[config.mk]
export PLATFORM = sky130hd
export DESIGN_NAME = para_toplama_flat
export DESIGN_NICKNAME = d
export VERILOG_FILES = /design/src/rtl/para_pkg.sv /design/src/rtl/para_toplama_if.sv /design/src/rtl/para_cozucu.sv /design/src/rtl/para_toplama.sv /design/src/flat_wrapper.sv
export SDC_FILE = /design/constraint.sdc
export NUM_CORES = 1
export LEC_CHECK = 0
export ABC_AREA = 1
export CORE_ASPECT_RATIO = 1.1
export CORE_MARGIN = 2
export CORE_UTILIZATION = 52
export CTS_BUF_LIST = sky130_fd_sc_hd__clkbuf_4
export DETAILED_ROUTE_END_ITERATION = 8
export GPL_TIMING_DRIVEN = 0
export PLACE_DENSITY = 0.82
export REMOVE_ABC_BUFFERS = 1
export SLEW_MARGIN = 20
export SYNTH_ARGS = -nofsm -noshare
export SYNTH_HDL_FRONTEND = slang
export SYNTH_SLANG_ARGS = --single-unit
[constraint.sdc]
create_clock -name saat -period 4.2 [get_ports saat]
set_input_delay 1.26 -clock saat [delete_from_list [all_inputs] [get_ports saat]]
set_output_delay 1.26 -clock saat [all_outputs]
set_load 0.03 [all_outputs]
[src/rtl/para_pkg.sv]
// para_pkg: shared widths, FSM state encoding and helpers for para_toplama.
package para_pkg;

    localparam int PARA_TUR_W = 2;
    localparam int URUN_W     = 2;
    localparam int BAKIYE_W   = 9;
    localparam int UCRET_W    = 8;
    localparam int PARA_W     = 8;
    localparam int TOPLAM_W   = 10;

    typedef enum logic [1:0] {
        BEKLE = 2'd0,
        ODEME = 2'd1,
        SONUC = 2'd2
    } durum_t;

    function automatic logic sigar_mi(
        input logic [TOPLAM_W-1:0] toplam,
        input int unsigned         tavan
    );
        return toplam <= TOPLAM_W'(tavan);
    endfunction

endpackage

[src/rtl/para_toplama_if.sv]
// para_toplama_if: start/result handshake between para_toplama and odeme.
interface para_toplama_if;
    import para_pkg::*;

    logic                basla;
    logic [UCRET_W-1:0]  ucret;
    logic [BAKIYE_W-1:0] bakiye;
    logic                onay;
    logic [BAKIYE_W-1:0] k_bakiye;
    logic                bitti;

    modport master (
        output basla,
        output ucret,
        output bakiye,
        input  onay,
        input  k_bakiye,
        input  bitti
    );

    modport slave (
        input  basla,
        input  ucret,
        input  bakiye,
        output onay,
        output k_bakiye,
        output bitti
    );

endinterface

[src/rtl/para_cozucu.sv]
// para_cozucu: combinational coin-value and product-price lookup.
module para_cozucu
    import para_pkg::*;
#(
    parameter int PARA0  = 5,
    parameter int PARA1  = 10,
    parameter int PARA2  = 25,
    parameter int PARA3  = 100,
    parameter int FIYAT0 = 25,
    parameter int FIYAT1 = 50,
    parameter int FIYAT2 = 75,
    parameter int FIYAT3 = 120
) (
    input  logic [PARA_TUR_W-1:0] para_tur,
    input  logic [URUN_W-1:0]     urun_no,
    output logic [PARA_W-1:0]     para_deger,
    output logic [UCRET_W-1:0]    fiyat
);

    always_comb begin
        para_deger = '0;
        unique case (para_tur)
            2'd0: para_deger = PARA_W'(PARA0);
            2'd1: para_deger = PARA_W'(PARA1);
            2'd2: para_deger = PARA_W'(PARA2);
            2'd3: para_deger = PARA_W'(PARA3);
            default: para_deger = '0;
        endcase
    end

    always_comb begin
        fiyat = '0;
        unique case (urun_no)
            2'd0: fiyat = UCRET_W'(FIYAT0);
            2'd1: fiyat = UCRET_W'(FIYAT1);
            2'd2: fiyat = UCRET_W'(FIYAT2);
            2'd3: fiyat = UCRET_W'(FIYAT3);
            default: fiyat = '0;
        endcase
    end

endmodule

[src/rtl/para_toplama.sv]
// para_toplama: coin balance, product request to odeme, dispense/refund.
// Define ZAMAN_ASIMI_EN to enable the odeme timeout (hata output).
module para_toplama
    import para_pkg::*;
#(
    parameter int PARA0      = 5,
    parameter int PARA1      = 10,
    parameter int PARA2      = 25,
    parameter int PARA3      = 100,
    parameter int FIYAT0     = 25,
    parameter int FIYAT1     = 50,
    parameter int FIYAT2     = 75,
    parameter int FIYAT3     = 120,
    parameter int BAKIYE_MAX = 500
`ifdef ZAMAN_ASIMI_EN
    ,
    parameter int ZAMAN_ASIMI = 15
`endif
) (
    input  logic                  saat,
    input  logic                  reset,
    input  logic                  para_gecerli,
    input  logic [PARA_TUR_W-1:0] para_tur,
    input  logic                  urun_gecerli,
    input  logic [URUN_W-1:0]     urun_no,
    input  logic                  iade,
    para_toplama_if.master        od,
    output logic                  mesgul,
    output logic                  para_red,
    output logic                  urun_ver,
    output logic [URUN_W-1:0]     urun_ver_no,
    output logic                  yetersiz,
    output logic                  iade_gecerli,
    output logic [BAKIYE_W-1:0]   iade_tutar,
    output logic                  hata
);

    durum_t durum, durum_n;

    logic [BAKIYE_W-1:0] kasa, kasa_n;
    logic [URUN_W-1:0]   secim, secim_n;
    logic [UCRET_W-1:0]  ucret_n;
    logic [BAKIYE_W-1:0] bakiye_n;
    logic                basla_n;
    logic                para_red_n;
    logic                urun_ver_n;
    logic [URUN_W-1:0]   urun_ver_no_n;
    logic                yetersiz_n;
    logic                iade_gecerli_n;
    logic [BAKIYE_W-1:0] iade_tutar_n;
    logic                hata_n;

    logic [PARA_W-1:0]   para_deger;
    logic [UCRET_W-1:0]  fiyat;
    logic [TOPLAM_W-1:0] toplam;

`ifdef ZAMAN_ASIMI_EN
    localparam int SAYAC_W = $clog2(ZAMAN_ASIMI + 1);
    logic [SAYAC_W-1:0] sayac, sayac_n;
`endif

    para_cozucu #(
        .PARA0  (PARA0),
        .PARA1  (PARA1),
        .PARA2  (PARA2),
        .PARA3  (PARA3),
        .FIYAT0 (FIYAT0),
        .FIYAT1 (FIYAT1),
        .FIYAT2 (FIYAT2),
        .FIYAT3 (FIYAT3)
    ) u_cozucu (
        .para_tur   (para_tur),
        .urun_no    (urun_no),
        .para_deger (para_deger),
        .fiyat      (fiyat)
    );

    assign toplam = TOPLAM_W'(kasa) + TOPLAM_W'(para_deger);
    assign mesgul = (durum != BEKLE);

    always_comb begin
        durum_n        = durum;
        kasa_n         = kasa;
        secim_n        = secim;
        ucret_n        = od.ucret;
        bakiye_n       = od.bakiye;
        basla_n        = 1'b0;
        para_red_n     = 1'b0;
        urun_ver_n     = 1'b0;
        urun_ver_no_n  = urun_ver_no;
        yetersiz_n     = 1'b0;
        iade_gecerli_n = 1'b0;
        iade_tutar_n   = iade_tutar;
        hata_n         = 1'b0;
`ifdef ZAMAN_ASIMI_EN
        sayac_n        = sayac;
`endif
        unique case (durum)
            BEKLE: begin
                if (urun_gecerli) begin
                    secim_n    = urun_no;
                    ucret_n    = fiyat;
                    bakiye_n   = kasa;
                    basla_n    = 1'b1;
                    para_red_n = para_gecerli;
                    durum_n    = ODEME;
                end else if (iade) begin
                    iade_gecerli_n = 1'b1;
                    iade_tutar_n   = kasa;
                    kasa_n         = '0;
                    para_red_n     = para_gecerli;
                end else if (para_gecerli) begin
                    if (sigar_mi(toplam, BAKIYE_MAX)) begin
                        kasa_n = toplam[BAKIYE_W-1:0];
                    end else begin
                        para_red_n = 1'b1;
                    end
                end
            end
            ODEME: begin
                para_red_n = para_gecerli;
                durum_n    = SONUC;
`ifdef ZAMAN_ASIMI_EN
                sayac_n    = '0;
`endif
            end
            SONUC: begin
                para_red_n = para_gecerli;
                if (od.bitti) begin
                    if (od.onay) begin
                        kasa_n        = od.k_bakiye;
                        urun_ver_n    = 1'b1;
                        urun_ver_no_n = secim;
                    end else begin
                        yetersiz_n = 1'b1;
                    end
                    durum_n = BEKLE;
                end
`ifdef ZAMAN_ASIMI_EN
                else if (sayac == SAYAC_W'(ZAMAN_ASIMI - 1)) begin
                    hata_n  = 1'b1;
                    durum_n = BEKLE;
                end else begin
                    sayac_n = sayac + 1'b1;
                end
`endif
            end
            default: durum_n = BEKLE;
        endcase
    end

    always_ff @(posedge saat) begin
        if (reset) begin
            durum        <= BEKLE;
            kasa         <= '0;
            secim        <= '0;
            od.basla     <= 1'b0;
            od.ucret     <= '0;
            od.bakiye    <= '0;
            para_red     <= 1'b0;
            urun_ver     <= 1'b0;
            urun_ver_no  <= '0;
            yetersiz     <= 1'b0;
            iade_gecerli <= 1'b0;
            iade_tutar   <= '0;
            hata         <= 1'b0;
        end else begin
            durum        <= durum_n;
            kasa         <= kasa_n;
            secim        <= secim_n;
            od.basla     <= basla_n;
            od.ucret     <= ucret_n;
            od.bakiye    <= bakiye_n;
            para_red     <= para_red_n;
            urun_ver     <= urun_ver_n;
            urun_ver_no  <= urun_ver_no_n;
            yetersiz     <= yetersiz_n;
            iade_gecerli <= iade_gecerli_n;
            iade_tutar   <= iade_tutar_n;
            hata         <= hata_n;
        end
    end

`ifdef ZAMAN_ASIMI_EN
    always_ff @(posedge saat) begin
        if (reset) begin
            sayac <= '0;
        end else begin
            sayac <= sayac_n;
        end
    end
`endif

endmodule
[src/flat_wrapper.sv]
// flat-port wrapper written by rule: the top's interface ports become plain ports
module para_toplama_flat import para_pkg::*;
#(
    parameter int PARA0      = 5,
    parameter int PARA1      = 10,
    parameter int PARA2      = 25,
    parameter int PARA3      = 100,
    parameter int FIYAT0     = 25,
    parameter int FIYAT1     = 50,
    parameter int FIYAT2     = 75,
    parameter int FIYAT3     = 120,
    parameter int BAKIYE_MAX = 500

)
  (saat, reset, para_gecerli, para_tur, urun_gecerli, urun_no, iade, mesgul, para_red, urun_ver, urun_ver_no, yetersiz, iade_gecerli, iade_tutar, hata, od_basla, od_ucret, od_bakiye, od_onay, od_k_bakiye, od_bitti);
  para_toplama_if od_i ();
  input  logic saat;
  input  logic reset;
  input  logic para_gecerli;
  input  logic [PARA_TUR_W-1:0] para_tur;
  input  logic urun_gecerli;
  input  logic [URUN_W-1:0] urun_no;
  input  logic iade;
  output logic mesgul;
  output logic para_red;
  output logic urun_ver;
  output logic [URUN_W-1:0] urun_ver_no;
  output logic yetersiz;
  output logic iade_gecerli;
  output logic [BAKIYE_W-1:0] iade_tutar;
  output logic hata;
  output wire logic [$bits(od_i.basla)-1:0] od_basla;
  output wire logic [$bits(od_i.ucret)-1:0] od_ucret;
  output wire logic [$bits(od_i.bakiye)-1:0] od_bakiye;
  input wire logic [$bits(od_i.onay)-1:0] od_onay;
  input wire logic [$bits(od_i.k_bakiye)-1:0] od_k_bakiye;
  input wire logic [$bits(od_i.bitti)-1:0] od_bitti;
  assign od_basla = od_i.basla;
  assign od_ucret = od_i.ucret;
  assign od_bakiye = od_i.bakiye;
  assign od_i.onay = od_onay;
  assign od_i.k_bakiye = od_k_bakiye;
  assign od_i.bitti = od_bitti;
  para_toplama #(.PARA0(PARA0), .PARA1(PARA1), .PARA2(PARA2), .PARA3(PARA3), .FIYAT0(FIYAT0), .FIYAT1(FIYAT1), .FIYAT2(FIYAT2), .FIYAT3(FIYAT3), .BAKIYE_MAX(BAKIYE_MAX)) u_core (.saat(saat), .reset(reset), .para_gecerli(para_gecerli), .para_tur(para_tur), .urun_gecerli(urun_gecerli), .urun_no(urun_no), .iade(iade), .od(od_i), .mesgul(mesgul), .para_red(para_red), .urun_ver(urun_ver), .urun_ver_no(urun_ver_no), .yetersiz(yetersiz), .iade_gecerli(iade_gecerli), .iade_tutar(iade_tutar), .hata(hata));
endmodule
==> run_results.csv, run 1 <==
group,metric,value,unit
run_status,status,"finished, final reports clean",
timing,worst_slew_pin_slew,0.955,ns
final_layout,final_net_count,424,
global_routing,grt_usage,0.234,
placed_design,place_inst,425,
routing,routed_wl,5.68,mm
power,p_leak,1.35,nW
worst_setup_path,path_depth,18,
synthesis,async_flop_share,0,
routing,drtPass1Iterations,5,
final_layout,area_delta_synth_final,24.2,%
timing,relSlewSlack,0.359,
synthesis,synthesis.area,2410,µm²
synthesis,yosys-top-cells-area,"dfxtp_1 (37%), ha_1 (11%), nand2_1 (9.3%)",
global_routing,grt_max_degree,30,
worst_setup_path,crit_family,"simple AND/OR/NAND/NOR gates",
routing,drtIter0Drc,160,
flow_run,drv_cap,0,
timing,fmax,257,MHz
worst_setup_path,r2r_end,"u_core.kasa[1]",
cts,clockBufferDepth,2,
worst_setup_path,critPathMaxFanout,6,
power,total_power,1.29,mW
worst_setup_path,path_class,"in2reg",
routing,ant_nets,0,
synthesis,synth-main-ff-cell,"dfxtp_1",
cts,holdBufCountCts,0,
worst_hold_path,holdPathStages,2,
timing,fin_ws,0.308,ns
synthesis,synth_cell_types,31,
floorplan,fp.dieW,68.9,µm
timing,rsz0062_at_grt,"false",
timing,whs,0.458,ns
timing,finalSetupViolCount,0,
synthesis,synth_top_area_share,0.366,
worst_setup_path,crit_chain,"clkdlybuf4s50_1 > inv_1 > ha_1 > or2_2 > ha_1 > inv_1 > fa_1 > nand2_1 > nand3_1 > nand3_1 > nand2_1 > nor2_1 > nand3_2 > nand3_4 > buf_4 > nand3_1 > nand2_1 > nor2_1",
floorplan,ioPinCount,55,
timing,period_needed,3.89,ns
routing,viasPerCell,5.33,
placed_design,dp_hpwl,4.25,mm
synthesis,ys_ff_latch,44,
floorplan,start_util,0.550,
placed_design,place.port_buffers,51,
worst_setup_path,slowest_delay,0.51,ns
placed_design,placed_cell_area,2910,µm²
synthesis,ys_warn_count,0,
timing,fin_tns_setup,0,ns
worst_hold_path,hp-class,"reg2reg",
synthesis,yosys.area.top_type,"dfxtp_1",
final_layout,final_util,0.684,
floorplan,die_area,5200,µm²
global_routing,grt_pass1_vias,2080,
timing,drv_slew,0,
global_routing,antenna_found_initial,0,
timing,hold_viol,0,
global_routing,grt_pass1_wl,9.17,mm
final_layout,nFillCells,381,
worst_setup_path,ff2ff_setup_slack,1.66,ns
worst_setup_path,reg2reg_depth,16,
power,power.density,432,nW/µm²
routing,wire_per_inst,13.0,µm
synthesis,synthTopCellsByCount,"nand2_1 (60), dfxtp_1 (44), inv_1 (40)",
placed_design,gp_congestion,0.975,
cts,clk_pin_slew,0.12,ns
floorplan,die_height,75.4,µm
timing,skew,0.00547,ns
worst_setup_path,startpoint_type,"primary input",
synthesis,syn_inst,332,
placed_design,pre_cts_ws,-0.153,ns
routing,drc_errors,0,
final_layout,instances_no_fill,436,
cts,cts.sinks,44,
power,ir_drop,0.000239,V
synthesis,yosysMostFrequentCell,"nand2_1",
worst_hold_path,min_to,"u_core.urun_ver_no[0]",
cts,insertion_delay,0.35,ns
synthesis,ys_seq_area_frac,0.366,
global_routing,overflow,0,
cts,cts_root_buf,"clkbuf_4",
final_layout,drive_gt1_frac,0.0602,
final_layout,stdcell_area,2990,µm²
floorplan,rows,25,
synthesis,syn_area_per_cell,7.26,µm²
final_layout,diodes,0,
cts,cts_tree,"built",
worst_setup_path,end_kind,"flip-flop",
worst_hold_path,hp-start,"u_core.urun_ver_no[0]",
worst_setup_path,cp_num_buf_inv,4,
synthesis,synth_edf_count,0,
worst_setup_path,timing.rr.start,"u_core.kasa[0]",
worst_setup_path,arrival,4.15,ns
cts,cts_made_buffers,5,
timing,period_share,0.927,
routing,num_vias,2324,
worst_setup_path,cp_data_required_time,4.46,ns
floorplan,coreArea,4380,µm²
cts,ctsHtreeMaxLevel,2,
worst_setup_path,crit_slowest_cell,"clkdlybuf4s50_1",
[tightest hold or removal path: cells and delay by family, from the launching register on]
kind,cells,cell delay (ns)
buffers and inverters,1,0.05
AOI/OAI and AO/OA,1,0.05
DFF,1,0.33
[layout make-up]
cell class | instances | area (µm²) | share of cell area
flip-flops and latches | 44 | 881 | 0.294
well taps | 54 | 67.6 | 0.0226
multi-input cells | 235 | 1300 | 0.435
clock inverters | 2 | 12.5 | 0.00418
clock buffers | 5 | 37.5 | 0.0125
inverters | 41 | 154 | 0.0514
repair buffers | 55 | 541 | 0.181
[per-layer routing]
layer	track usage	wire, µm	vias to the layer above
met3	0.0517	335	8
li1	-	-	1179
met1	0.292	2490	1062
met4	0.100	76	0
met2	0.390	2780	75
met5	0	0	-
[registers in the layout, summed over array words and instances, names as in the netlist]
signal	count
u_core.durum	2
u_core.yetersiz	1
u_core.kasa	9
u_core.od.basla	1
u_core.od.ucret	6
u_core.iade_tutar	9
u_core.urun_ver	1
u_core.od.bakiye	9
u_core.para_red	1
u_core.secim	2
u_core.urun_ver_no	2
u_core.iade_gecerli	1
[timing repair]
action,in CTS,in global routing
resized for setup,0,1
endpoints found under the setup margin,0,3
buffers inserted,0,4
[power by group]
group	total [mW]	switching [mW]	internal (mW)
Combinational	0.568	0.349	0.219
Clock	0.193	0.132	0.0611
Sequential	0.532	0.0549	0.477
[worst max-delay path by stage]
| stage | slack (ns) | from | end |
|---|---|---|---|
| after floorplan | 0.74 | para_tur[0] | u_core.kasa[3] |
| after global placement | -0.08 | para_tur[0] | u_core.kasa[3] |
| after detailed placement | -0.15 | para_tur[0] | u_core.kasa[3] |
| after CTS | 0.22 | para_tur[0] | u_core.kasa[3] |
| after global routing | 0.08 | para_tur[0] | u_core.kasa[1] |
| final | 0.31 | para_tur[0] | u_core.kasa[1] |
[layout by cell type (no fill, tap or decap), types with 2 or more instances in the layout]
master           Yosys  routed
a21oi_1             35      35
a22o_1               2       2
a32o_1               2       2
buf_4                5       4
clkbuf_4             0       5
clkdlybuf4s50_1      0      51
conb_1               1       3
dfxtp_1             44      44
ha_1                21      21
inv_1               40      40
nand2_1             60      60
nand2_2              4       4
nand3_1             31      31
nand3_2              3       2
nor2_1              33      33
nor3_1               2       2
o21ai_0             27      26
[cell families (layout without fill, tap and decap cells)]
logic type | after synthesis | count (layout) | share of synthesized area
buffers and inverters | 55 | 103 | 0.101
other | 1 | 3 | 0.00156
and+or+nand+nor | 140 | 140 | 0.256
AOI/OAI and AO/OA | 70 | 70 | 0.159
adders and majority gates | 22 | 22 | 0.117
DFF | 44 | 44 | 0.366
No activity file was read; power rests on OpenSTA's default activity.
==> inputs of run 2 (changes only) <==
==> constraint.sdc (replaced) <==
create_clock -name saat -period 4.2 [get_ports saat]
set_input_delay 0.84 -clock saat [delete_from_list [all_inputs] [get_ports saat]]
set_output_delay 0.84 -clock saat [all_outputs]
set_load 0.03 [all_outputs]
==> run_results.csv, run 2 (synthesis results as in run 1) <==
group,metric,value,unit
routing,routed_wl,5.68,mm
timing,drv_slew,0,
placed_design,gp_congestion,0.975,
timing,fin_ws,0.615,ns
cts,post_cts_buffers,0,
worst_setup_path,critPathMaxFanout,13,
timing,hold_viol,0,
cts,cts_tree,"built",
power,total_power,1.28,mW
worst_hold_path,hp-class,"reg2reg",
power,p_leak,1.34,nW
flow_run,drv_cap,0,
worst_setup_path,path_class,"in2reg",
floorplan,ioPinCount,55,
worst_setup_path,arrival,3.89,ns
placed_design,dp_hpwl,4.25,mm
timing,period_share,0.853,
placed_design,pre_cts_ws,0.267,ns
cts,cts.sinks,44,
routing,num_vias,2311,
timing,fin_tns_setup,0,ns
final_layout,drive_gt1_frac,0.0503,
final_layout,diodes,0,
cts,clockBufferDepth,2,
timing,period_needed,3.58,ns
cts,cts_root_buf,"clkbuf_4",
routing,drtPass1Iterations,4,
floorplan,coreArea,4380,µm²
final_layout,final_common_cell,"nand2_1",
floorplan,start_util,0.550,
worst_setup_path,end_kind,"flip-flop",
final_layout,stdcell_area,2960,µm²
floorplan,rows,25,
placed_design,placed_cell_area,2910,µm²
final_layout,instances_no_fill,432,
global_routing,antenna_found_initial,0,
floorplan,fp.dieW,68.9,µm
floorplan,die_area,5200,µm²
cts,holdBufCountCts,0,
placed_design,place_inst,425,
global_routing,grt_max_degree,30,
run_status,status,"finished, final reports clean",
cts,ctsHtreeMaxLevel,2,
global_routing,overflow,0,
final_layout,final_util,0.675,
floorplan,die_height,75.4,µm
cts,insertion_delay,0.36,ns
power,ir_drop,0.000238,V
timing,relSlewSlack,0.356,
global_routing,grt_usage,0.234,
timing,rsz0062_at_grt,"false",
worst_setup_path,cp_data_required_time,4.50,ns
timing,worst_slew_pin_slew,0.960,ns
final_layout,final_cell_mix,"nand2_1 (60), clkdlybuf4s50_1 (51), dfxtp_1 (44)",
routing,drc_errors,0,
global_routing,grt_pass1_vias,2080,
power,power.density,434,nW/µm²
placed_design,place.port_buffers,51,
routing,viasPerCell,5.35,
cts,cts_resized,0,
timing,whs,0.458,ns
final_layout,reg_top3,"u_core.iade_tutar (9), u_core.kasa (9), u_core.od.bakiye (9)",
final_layout,final_net_count,420,
cts,cts_made_buffers,5,
routing,drtIter0Drc,185,
timing,finalSetupViolCount,0,
cts,clk_pin_slew,0.13,ns
timing,skew,0.00665,ns
timing,fmax,279,MHz
routing,wire_per_inst,13.1,µm
final_layout,area_delta_synth_final,22.7,%
worst_setup_path,startpoint_type,"primary input",
routing,ant_nets,0,
global_routing,grt_pass1_wl,9.17,mm
==> run 2: layout make-up <==
cell class	instances	area, µm²
Fill cell	387	1420
Multi-Input combinational cell	235	1290
Sequential cell	44	881
Timing Repair Buffer	51	510
Inverter	41	154
Tap cell	54	67.6
Clock buffer	5	37.5
Clock inverter	2	12.5
==> run 2: worst max-delay path, cell delays in order <==
cell	delay, ns
clkdlybuf4s50_1	0.51
inv_1	0.07
ha_1	0.22
or2_2	0.30
ha_1	0.23
inv_1	0.08
fa_1	0.43
nand2_1	0.09
nand3_1	0.07
nand3_1	0.09
nand2_1	0.05
nor2_1	0.13
nand3_2	0.11
nand3_2	0.24
nand2_2	0.15
nand2_1	0.12
nand2_1	0.05
nor2_1	0.10
==> run 2: power breakdown <==
part	internal [mW]	switching, mW
clock network	0.0611	0.134
registers	0.477	0.0545
logic	0.210	0.347
total	0.748	0.535
==> run 2: routing by layer <==
layer / vias up / global-route usage / wire (µm)
met4: 0 / 0.100 / 136
met1: 1056 / 0.292 / 2500
met2: 71 / 0.390 / 2700
met3: 17 / 0.0517 / 332
met5: - / 0 / 0
li1: 1167 / - / -
==> run 2: path summary, 6_finish.rpt <==
check / start / endpoint / slack [ns] / depth (start not counted)
worst max-delay path: para_tur[0] / u_core.kasa[3] / 0.62 / 18
worst min-delay path: u_core.urun_ver_no[0] / u_core.urun_ver_no[0] / 0.46 / 2
worst max register to register: u_core.kasa[0] / u_core.kasa[3] / 1.54 / 16
worst min register to register: u_core.urun_ver_no[0] / u_core.urun_ver_no[0] / 0.46 / 2
==> inputs of run 3 (changes only) <==
--- a/config.mk
+++ b/config.mk
@@ -6,13 +6,15 @@
 export NUM_CORES = 1
 export LEC_CHECK = 0
 export ABC_AREA = 1
+export CELL_PAD_IN_SITES_DETAIL_PLACEMENT = 1
+export CELL_PAD_IN_SITES_GLOBAL_PLACEMENT = 1
 export CORE_ASPECT_RATIO = 1.1
 export CORE_MARGIN = 2
-export CORE_UTILIZATION = 52
+export CORE_UTILIZATION = 37
 export CTS_BUF_LIST = sky130_fd_sc_hd__clkbuf_4
 export DETAILED_ROUTE_END_ITERATION = 8
 export GPL_TIMING_DRIVEN = 0
-export PLACE_DENSITY = 0.82
+export PLACE_DENSITY_LB_ADDON = 0.1
 export REMOVE_ABC_BUFFERS = 1
 export SLEW_MARGIN = 20
 export SYNTH_ARGS = -nofsm -noshare
==> run_results.csv, run 3 (synthesis results as in run 1) <==
group,metric,value,unit
cts,insertion_delay,0.35,ns
floorplan,die_height,88.6,µm
timing,finalSetupViolCount,0,
floorplan,rows,30,
routing,viasPerCell,5.00,
timing,period_needed,3.58,ns
final_layout,final_cell_mix,"nand2_1 (60), clkdlybuf4s50_1 (51), dfxtp_1 (44)",
cts,post_cts_buffers,0,
routing,drc_errors,0,
placed_design,gp_congestion,0.807,
final_layout,nFillCells,816,
global_routing,grt_pass1_vias,2256,
worst_setup_path,cp_data_required_time,4.49,ns
final_layout,final_net_count,421,
cts,cts_root_buf,"clkbuf_4",
power,power.density,435,nW/µm²
worst_setup_path,critPathMaxFanout,13,
worst_hold_path,hp-class,"reg2reg",
timing,fmax,279,MHz
cts,cts.sinks,44,
cts,ctsHtreeMaxLevel,2,
floorplan,coreArea,6230,µm²
final_layout,area_delta_synth_final,24.6,%
run_status,status,"finished, final reports clean",
timing,period_share,0.853,
final_layout,final_common_cell,"nand2_1",
final_layout,drive_gt1_frac,0.0526,
routing,wire_per_inst,13.9,µm
routing,drtPass1Iterations,4,
power,p_leak,1.35,nW
global_routing,grt_max_degree,30,
timing,fin_tns_setup,0,ns
routing,dr_wl_met3,222,µm
final_layout,diodes,0,
worst_setup_path,end_kind,"flip-flop",
cts,clockBufferDepth,2,
timing,skew,0.00671,ns
timing,worst_slew_pin_slew,0.823,ns
timing,relSlewSlack,0.451,
global_routing,grt_pass1_wl,10.7,mm
timing,hold_viol,0,
placed_design,place.port_buffers,51,
routing,routed_wl,6.41,mm
timing,rsz0062_at_grt,"false",
worst_setup_path,startpoint_type,"primary input",
worst_setup_path,path_class,"in2reg",
worst_setup_path,arrival,3.88,ns
cts,cts_resized,0,
global_routing,antenna_found_initial,0,
cts,clk_pin_slew,0.12,ns
routing,dr_wl_met2,3.06,mm
global_routing,overflow,0,
floorplan,ioPinCount,55,
routing,drtIter0Drc,74,
placed_design,dp_hpwl,4.97,mm
global_routing,grt_usage,0.192,
cts,cts_made_buffers,5,
timing,whs,0.454,ns
floorplan,fp.dieW,80.9,µm
routing,highest_layer,"met4",
cts,holdBufCountCts,0,
routing,routedLengthMet1,3.06,mm
cts,cts_tree,"built",
power,total_power,1.31,mW
power,ir_drop,0.000246,V
routing,num_vias,2299,
flow_run,drv_cap,0,
final_layout,reg_top3,"u_core.iade_tutar (9), u_core.kasa (9), u_core.od.bakiye (9)",
timing,drv_slew,0,
routing,ant_nets,0,
floorplan,start_util,0.387,
floorplan,die_area,7170,µm²
==> run 3: changes by cell type in the layout (fill, tap and decap cells not counted) <==
cell        before  now
clkbuf_4         5    7
buf_4            0    1
clkinv_1         0    1
clkinv_2         1    0
clkinvlp_4       1    0
==> run 3: area by class of cell <==
class,count,area [µm²],share of cell area
Clock buffer,7,52.6,0.0175
Clock inverter,1,3.75,0.00125
Inverter,41,154,0.0513
Multi-Input combinational cell,235,1290,0.431
Sequential cell,44,881,0.293
Tap cell,80,100,0.0333
Timing Repair Buffer,52,518,0.173
==> run 3: final timing paths <==
path                                            start                     to  slack [ns]  cells after the start
worst min register to register  u_core.urun_ver_no[1]  u_core.urun_ver_no[1]        0.45                      2
worst min-delay path            u_core.urun_ver_no[1]  u_core.urun_ver_no[1]        0.45                      2
worst max register to register         u_core.kasa[0]         u_core.kasa[7]        1.56                     17
worst max-delay path                      para_tur[0]         u_core.kasa[7]        0.62                     21
==> run 3: per-stage QoR <==
stage	cell area (µm²)	instances	util	setup slack, ns
after floorplan	2330	320	-	1.16
after global placement	2940	451	0.472	0.263
after detailed placement	2950	452	0.473	0.197
after global routing	3000	460	0.482	0.268
final	3000	460	0.482	0.619
after CTS	3000	460	0.482	0.559
==> run 3: routing by layer <==
metal / GRT usage / up-vias
li1: - / 1172
met1: 0.253 / 1075
met2: 0.328 / 46
met3: 0.0316 / 6
met4: 0.0478 / 0
met5: 0 / -
==> run 3: critical path: stages <==
cell and delay [ns]:
clkdlybuf4s50_1 0.51, inv_1 0.08, ha_1 0.22, or2_2 0.29
ha_1 0.21, inv_1 0.07, fa_1 0.19, inv_1 0.07
nand2_1 0.10, nand2_1 0.12, nand3_1 0.11, nand2_1 0.06
nand2_1 0.05, nand2_1 0.09, nor2_2 0.12, nand3_2 0.09
nand3_2 0.24, nand2_2 0.15, nand2_1 0.09, nand2_1 0.05
nor2_1 0.12
==> run 3: where the power goes <==
group | total (mW) | internal, mW | switching (mW)
Combinational | 0.565 | 0.214 | 0.351
Clock | 0.209 | 0.0775 | 0.131
Sequential | 0.534 | 0.477 | 0.0562
